==> config.mk <==
export PLATFORM = sky130hd
export DESIGN_NAME = ddr_burst_arbiter
export DESIGN_NICKNAME = d
export VERILOG_FILES = /design/src/rtl/ddr_burst_arbiter.sv
export SDC_FILE = /design/constraint.sdc
export NUM_CORES = 1
export LEC_CHECK = 0
export CAP_MARGIN = 20
export CORE_MARGIN = 5
export CORE_UTILIZATION = 25
export DETAILED_ROUTE_END_ITERATION = 16
export PLACE_DENSITY = 0.59
export SYNTH_ARGS = -nofsm -noshare
export SYNTH_HDL_FRONTEND = slang
export SYNTH_SLANG_ARGS = --single-unit
==> constraint.sdc <==
create_clock -name mem_clk -period 3.4 [get_ports mem_clk]
set_input_delay 0.68 -clock mem_clk [delete_from_list [all_inputs] [get_ports mem_clk]]
set_output_delay 0.68 -clock mem_clk [all_outputs]
set_load 0.02 [all_outputs]
==> src/rtl/ddr_burst_arbiter.sv <==
// ddr_burst_arbiter: shares one DDR burst port between three burst requesters
// (ch0 video-in write, ch1 algorithm read, ch2 video-out read).
// The arbiter is round-robin, and it latches the winner's address and length
// for the whole burst. It also routes the DDR data strobes back to the grantee
// only.
// An abort fires if DDR does not finish the burst within TIMEOUT_CYC cycles.
// Optional macro ARB_WR_PRIORITY_EN: ch0 always wins when it requests. The two
// read channels then alternate using a 1-bit pointer.
module ddr_burst_arbiter #(
   parameter logic [15:0] TIMEOUT_CYC = 16'd4096,
   parameter int          ADDR_W      = 27,
   parameter int          LEN_W       = 10
) (
   input  logic              mem_clk,
   input  logic              rst,
   input  logic              wr_req,
   input  logic [LEN_W-1:0]  wr_len,
   input  logic [ADDR_W-1:0] wr_addr,
   output logic              wr_ack,
   output logic              wr_done,
   output logic              wr_data_req,
   input  logic              rd0_req,
   input  logic [LEN_W-1:0]  rd0_len,
   input  logic [ADDR_W-1:0] rd0_addr,
   output logic              rd0_ack,
   output logic              rd0_done,
   output logic              rd0_data_valid,
   input  logic              rd1_req,
   input  logic [LEN_W-1:0]  rd1_len,
   input  logic [ADDR_W-1:0] rd1_addr,
   output logic              rd1_ack,
   output logic              rd1_done,
   output logic              rd1_data_valid,
   output logic              ddr_rd_req,
   output logic              ddr_wr_req,
   output logic [LEN_W-1:0]  ddr_len,
   output logic [ADDR_W-1:0] ddr_addr,
   input  logic              ddr_rd_data_valid,
   input  logic              ddr_wr_data_req,
   input  logic              ddr_burst_finish,
   output logic              timeout_err
);

   typedef enum logic [1:0] {IDLE, BUSY, ZLEN} state_t;
   localparam logic [1:0] CH_NONE = 2'd3;

   state_t            state_reg, state_next;
   logic [1:0]        grant_reg, grant_next;
   logic [1:0]        rr_ptr_reg, rr_ptr_next;
   logic [15:0]       cnt_reg, cnt_next;
   logic [2:0]        ack_reg, ack_next;
   logic [2:0]        done_reg, done_next;
   logic              rd_req_reg, rd_req_next;
   logic              wr_req_reg, wr_req_next;
   logic [LEN_W-1:0]  len_reg, len_next;
   logic [ADDR_W-1:0] addr_reg, addr_next;
   logic              err_reg, err_next;
`ifdef ARB_WR_PRIORITY_EN
   logic              rd_pref_reg, rd_pref_next;   // 1: ch2 is preferred next
`endif

   logic [2:0]        req_bits;
   logic [LEN_W-1:0]  len_vec  [0:2];
   logic [ADDR_W-1:0] addr_vec [0:2];
   logic [2:0]        strobe_vec;
   logic              win_valid;
   logic [1:0]        win_ch;
   logic [2:0]        ord_sum;
   logic [1:0]        ord_idx;
   logic              end_burst;

   assign req_bits    = {rd1_req, rd0_req, wr_req};
   assign len_vec[0]  = wr_len;
   assign len_vec[1]  = rd0_len;
   assign len_vec[2]  = rd1_len;
   assign addr_vec[0] = wr_addr;
   assign addr_vec[1] = rd0_addr;
   assign addr_vec[2] = rd1_addr;

   // Data strobes reach only the current grantee, and only while a burst is active.
   generate
      for (genvar gi = 0; gi < 3; gi++) begin : g_strobe
         if (gi == 0) begin : g_wr
            assign strobe_vec[gi] = (state_reg == BUSY) && (grant_reg == 2'(gi)) && ddr_wr_data_req;
         end else begin : g_rd
            assign strobe_vec[gi] = (state_reg == BUSY) && (grant_reg == 2'(gi)) && ddr_rd_data_valid;
         end
      end
   endgenerate

   // Pick the winner among the live requests.
   always_comb begin
      win_valid = 1'b0;
      win_ch    = CH_NONE;
      ord_sum   = 3'd0;
      ord_idx   = 2'd0;
`ifdef ARB_WR_PRIORITY_EN
      if (wr_req) begin
         win_valid = 1'b1;
         win_ch    = 2'd0;
      end else if (rd_pref_reg ? rd1_req : rd0_req) begin
         win_valid = 1'b1;
         win_ch    = rd_pref_reg ? 2'd2 : 2'd1;
      end else if (rd_pref_reg ? rd0_req : rd1_req) begin
         win_valid = 1'b1;
         win_ch    = rd_pref_reg ? 2'd1 : 2'd2;
      end
`else
      // Scan from the farthest candidate down, so the one closest to rr_ptr wins.
      for (int k = 2; k >= 0; k--) begin
         ord_sum = {1'b0, rr_ptr_reg} + 3'(k);
         ord_idx = (ord_sum >= 3'd3) ? 2'(ord_sum - 3'd3) : ord_sum[1:0];
         if (req_bits[ord_idx]) begin
            win_valid = 1'b1;
            win_ch    = ord_idx;
         end
      end
`endif
   end

   // Next-state and registered-output logic of the arbitration FSM.
   always_comb begin
      state_next  = state_reg;
      grant_next  = grant_reg;
      rr_ptr_next = rr_ptr_reg;
      cnt_next    = cnt_reg;
      ack_next    = 3'b000;
      done_next   = 3'b000;
      rd_req_next = rd_req_reg;
      wr_req_next = wr_req_reg;
      len_next    = len_reg;
      addr_next   = addr_reg;
      err_next    = err_reg;
      end_burst   = 1'b0;
`ifdef ARB_WR_PRIORITY_EN
      rd_pref_next = rd_pref_reg;
`endif
      case (state_reg)
         IDLE: begin
            if (win_valid) begin
               grant_next       = win_ch;
               ack_next[win_ch] = 1'b1;
               if (len_vec[win_ch] == '0) begin
                  state_next = ZLEN;
               end else begin
                  state_next  = BUSY;
                  cnt_next    = 16'd0;
                  len_next    = len_vec[win_ch];
                  addr_next   = addr_vec[win_ch];
                  wr_req_next = (win_ch == 2'd0);
                  rd_req_next = (win_ch != 2'd0);
               end
            end
         end
         BUSY: begin
            // A finish on the last allowed cycle wins over the timeout.
            if (ddr_burst_finish) begin
               end_burst = 1'b1;
            end else if (cnt_reg == TIMEOUT_CYC - 16'd1) begin
               end_burst = 1'b1;
               err_next  = 1'b1;
            end else begin
               cnt_next = cnt_reg + 16'd1;
            end
         end
         ZLEN: end_burst = 1'b1;
         default: state_next = IDLE;
      endcase
      if (end_burst) begin
         done_next[grant_reg] = 1'b1;
         rr_ptr_next = (grant_reg == 2'd2) ? 2'd0 : grant_reg + 2'd1;
         rd_req_next = 1'b0;
         wr_req_next = 1'b0;
         grant_next  = CH_NONE;
         state_next  = IDLE;
`ifdef ARB_WR_PRIORITY_EN
         if (grant_reg != 2'd0) rd_pref_next = (grant_reg == 2'd1);
`endif
      end
   end

   // State register with synchronous reset.
   always_ff @(posedge mem_clk) begin
      if (rst) begin
         state_reg  <= IDLE;
         grant_reg  <= CH_NONE;
         rr_ptr_reg <= 2'd0;
         cnt_reg    <= 16'd0;
         ack_reg    <= 3'b000;
         done_reg   <= 3'b000;
         rd_req_reg <= 1'b0;
         wr_req_reg <= 1'b0;
         len_reg    <= '0;
         addr_reg   <= '0;
         err_reg    <= 1'b0;
`ifdef ARB_WR_PRIORITY_EN
         rd_pref_reg <= 1'b0;
`endif
      end else begin
         state_reg  <= state_next;
         grant_reg  <= grant_next;
         rr_ptr_reg <= rr_ptr_next;
         cnt_reg    <= cnt_next;
         ack_reg    <= ack_next;
         done_reg   <= done_next;
         rd_req_reg <= rd_req_next;
         wr_req_reg <= wr_req_next;
         len_reg    <= len_next;
         addr_reg   <= addr_next;
         err_reg    <= err_next;
`ifdef ARB_WR_PRIORITY_EN
         rd_pref_reg <= rd_pref_next;
`endif
      end
   end

   // DDR requests drop as soon as rst rises, without waiting for the edge.
   assign ddr_rd_req     = rd_req_reg & ~rst;
   assign ddr_wr_req     = wr_req_reg & ~rst;
   assign ddr_len        = len_reg;
   assign ddr_addr       = addr_reg;
   assign timeout_err    = err_reg;
   assign wr_ack         = ack_reg[0];
   assign rd0_ack        = ack_reg[1];
   assign rd1_ack        = ack_reg[2];
   assign wr_done        = done_reg[0];
   assign rd0_done       = done_reg[1];
   assign rd1_done       = done_reg[2];
   assign wr_data_req    = strobe_vec[0];
   assign rd0_data_valid = strobe_vec[1];
   assign rd1_data_valid = strobe_vec[2];

endmodule

==> results of run 1 <==
-- power breakdown --
group          switching [uW]  internal, uW  leakage [uW]
clock network             381           571      0.000142
logic                     589           528       0.00170
registers                67.8           908      0.000559
-- Yosys cell counts, drive strengths merged --
library cell and count:
nand2b 6, o22ai 7, o211ai 3, a21oi 83, a211oi 35, a311o 2, o21a 3, clkbuf 23
nand4 4, nand2 82, buf 12, nor4b 3, a311oi 3, a31oi 4, a21o 4, or2 2
o41a 1, inv 16, o32a 1, o32ai 3, o21ai 17, nor4 7, or4 2, nor2 56
and3 4, nor3 11, mux2 2, nand3b 3, a221o 1, o221ai 1, mux2i 4, ha 7
a21bo 1, or3 1, a22o 8, nor2b 6, dfxtp 68, nand3 10, o2111ai 1, o211a 3
and2 5
-- worst min-delay path: stages, from the launching register on --
cell     delay, ps
dfxtp_1        310
inv_1           50
o32ai_1         70
-- per-layer routing --
| layer | vias to the layer above | share of wire (%) | global-route usage (%) |
|---|---|---|---|
| met5 | - | 0 | 0 |
| met3 | 16 | 10 | 7.13 |
| met2 | 160 | 46 | 27.0 |
| met4 | 0 | 1.9 | 6.22 |
| li1 | 2207 | - | - |
| met1 | 1958 | 42 | 19.0 |
-- what timing repair did --
item                       CTS  global route
setup endpoints to repair    0            53
setup buffers                0             0
gates resized for setup      0            11
-- metrics by stage --
step                setup WS [ps]  instance area [sq um]  TNS, ps
finish                        192                   6220        0
global route                -5.99                   6220    -5.99
CTS                          80.9                   6180        0
detailed placement           -235                   5880    -6920
global placement             -157                   5880    -2810
floorplan                     208                   3860        0
-- cell families (layout without fill, tap and decap cells) --
| logic type | Yosys count | in the layout |
|---|---|---|
| adder cells (fa/ha/maj) | 7 | 7 |
| buffers and inverters | 51 | 228 |
| AND/OR/NAND/NOR | 202 | 202 |
| multiplexers | 6 | 6 |
| flip-flops | 68 | 68 |
| AO/OA/AOI/OAI | 181 | 181 |
-- final timing paths --
kind	startpoint	endpoint	slack (ps)	cells after the start
setup / recovery	wr_req	cnt_reg[7]$_SDFFE_PP0P_	190	10
hold / removal	ddr_len[6]$_SDFFE_PP0P_	ddr_len[6]$_SDFFE_PP0P_	480	2
setup reg to reg	rr_ptr_reg[1]$_SDFFE_PP0P_	cnt_reg[7]$_SDFFE_PP0P_	220	11
hold reg to reg	ddr_len[6]$_SDFFE_PP0P_	ddr_len[6]$_SDFFE_PP0P_	480	2
-- final cells by class --
cell class | instances | area, sq um | area share (%)
multi-input cells | 396 | 2330 | 37.5
repair buffers | 196 | 1920 | 31.0
flip-flops and latches | 68 | 1360 | 21.9
well taps | 188 | 235 | 3.78
clock buffers | 9 | 225 | 3.62
clock inverters | 7 | 76.3 | 1.23
inverters | 16 | 60.1 | 0.966
==> flow_summary_export.csv, run 1 <==
group,metric,value,unit
global_route,grt_max_degree,42,
timing,finalMaxSlewViolations,0,
global_route,grt_overflow_total,0,
logic_synthesis,synthSimpleGateAreaFrac,24.1,%
logic_synthesis,synthesis.nets,641,
min_path,hold_class,"flip-flop to flip-flop",
worst_setup_path,worstSetupPathType,"input port to flip-flop",
run_status,status,"finished, final reports clean",
worst_setup_path,cp.required,3690,ps
drt,wl_per_cell,16.8,um
placed_design,dp_hpwl,11.5,mm
global_route,grt_usage,16.5,%
timing,fin_skew,8.24,ps
clock_tree,ctsHoldBuffers,0,
cells_and_area,n_antenna_cell,0,
floorplan,start_util,25.5,%
drt,first_iter_violations,180,
logic_synthesis,postSynthAreaPerCell,7.49,sq um
timing,hold_slack,484,ps
cells_and_area,final_common_cell,"clkdlybuf4s50_1",
cells_and_area,drive_gt1_share,9.97,%
clock_tree,clock-sinks,68,
worst_setup_path,critPathMaxStageDelay,530,ps
logic_synthesis,yosysTopAreaCellShare,35.3,%
timing,fmax,0.312,GHz
drt,wirelength,14.7,mm
worst_setup_path,cp_max_fo,8,
logic_synthesis,syn_inst,515,
logic_synthesis,ys_ff_latch,68,
cells_and_area,fin_cells,880,
logic_synthesis,ys_warn_count,0,
logic_synthesis,synth_top_family_by_area,"compound AO/OA/AOI/OAI gates",
timing,finalSetupViolCount,0,
clock_tree,cts_max_level,3,
worst_setup_path,cp.buffers_inverters,1,
drt,first_pass_iters,4,
cells_and_area,area_delta_synth_final,61.1,%
global_route,grt_pass1_vias,4489,
clock_tree,clk_pin_slew_worst_paths,60,ps
global_route,antenna_found_initial,0,
drt,ant_nets,0,
pwr,vdd_drop_max,0.253,mV
worst_setup_path,path_delay_family,"compound AO/OA/AOI/OAI gates",
drt,drc,0,
cells_and_area,nNetsFinal,813,
logic_synthesis,yosysTopAreaCell,"dfxtp_1",
floorplan,row_count,45,
floorplan,core,15100,sq um
logic_synthesis,synth_compound_area_share,31.1,%
placed_design,routabilityCongestion,0.856,
flow_run,cap_violations,0,
worst_setup_path,cp-start-kind,"input port",
clock_tree,root_buffer,"clkbuf_16",
worst_setup_path,worstPathArrival,3500,ps
logic_synthesis,synth.mux.area_fraction,1.62,%
clock_tree,cts_made_buffers,9,
pwr,leakage,0.00240,uW
logic_synthesis,yosys-top-cells-area,"dfxtp_1 (35%), a21oi_1 (11%), nand2_1 (7.9%), a211oi_1 (6.6%), nor2_1 (5.4%)",
cells_and_area,layout_common_cells,"clkdlybuf4s50_1 (165), a21oi_1 (82), nand2_1 (81), dfxtp_1 (68), nor2_1 (55)",
cells_and_area,largest_reg_flops,27,
clock_tree,insertion_delay,340,ps
clock_tree,cts_buffer_depth,2,
worst_setup_path,cp_cell_sequence,"clkdlybuf4s50_1 > mux2i_2 > o21a_2 > a31oi_4 > or2_1 > a311oi_1 > and2_4 > a311o_1 > or4_1 > a21bo_1",
worst_setup_path,critPathSlowestCell,"clkdlybuf4s50_1",
cells_and_area,nFillCells,1560,
placed_design,port_buffers,167,
cells_and_area,final_util,41.0,%
floorplan,ios,168,
global_route,grt_first_pass_wirelength,23.5,mm
timing,max-slew-margin-rel,56.8,%
logic_synthesis,ys_seq_area_share,35.3,%
timing,max_slew.worst_pin.slew,648,ps
worst_setup_path,end_kind,"flip-flop",
logic_synthesis,netlist_area,3860,sq um
timing,post-route-period-util,94.3,%
drt,vias,4341,
pwr,power.density,490,nW/um^2
floorplan,design.die.area,18000,sq um
floorplan,fp.dieH,134,um
timing,finalHoldViolations,0,
clock_tree,cts_tree,"done",
placed_design,place_inst,864,
floorplan,die_w,134,um
logic_synthesis,synth_cell_types,56,
logic_synthesis,synth-adder-area-share,2.27,%
drt,viasPerCell,4.93,
logic_synthesis,synth_xor_area_share,0,%
pwr,power,3050,uW
timing,period_needed,3210,ps
Note: power is estimated with default switching activity, not from simulation.
==> run 2, diff against run 1 <==
- HOLD_SLACK_MARGIN: not set -> 0.06
- SLEW_MARGIN: not set -> 20
==> results of run 2 <==
The final DEF is identical to that of run 1; final timing and power are the same.
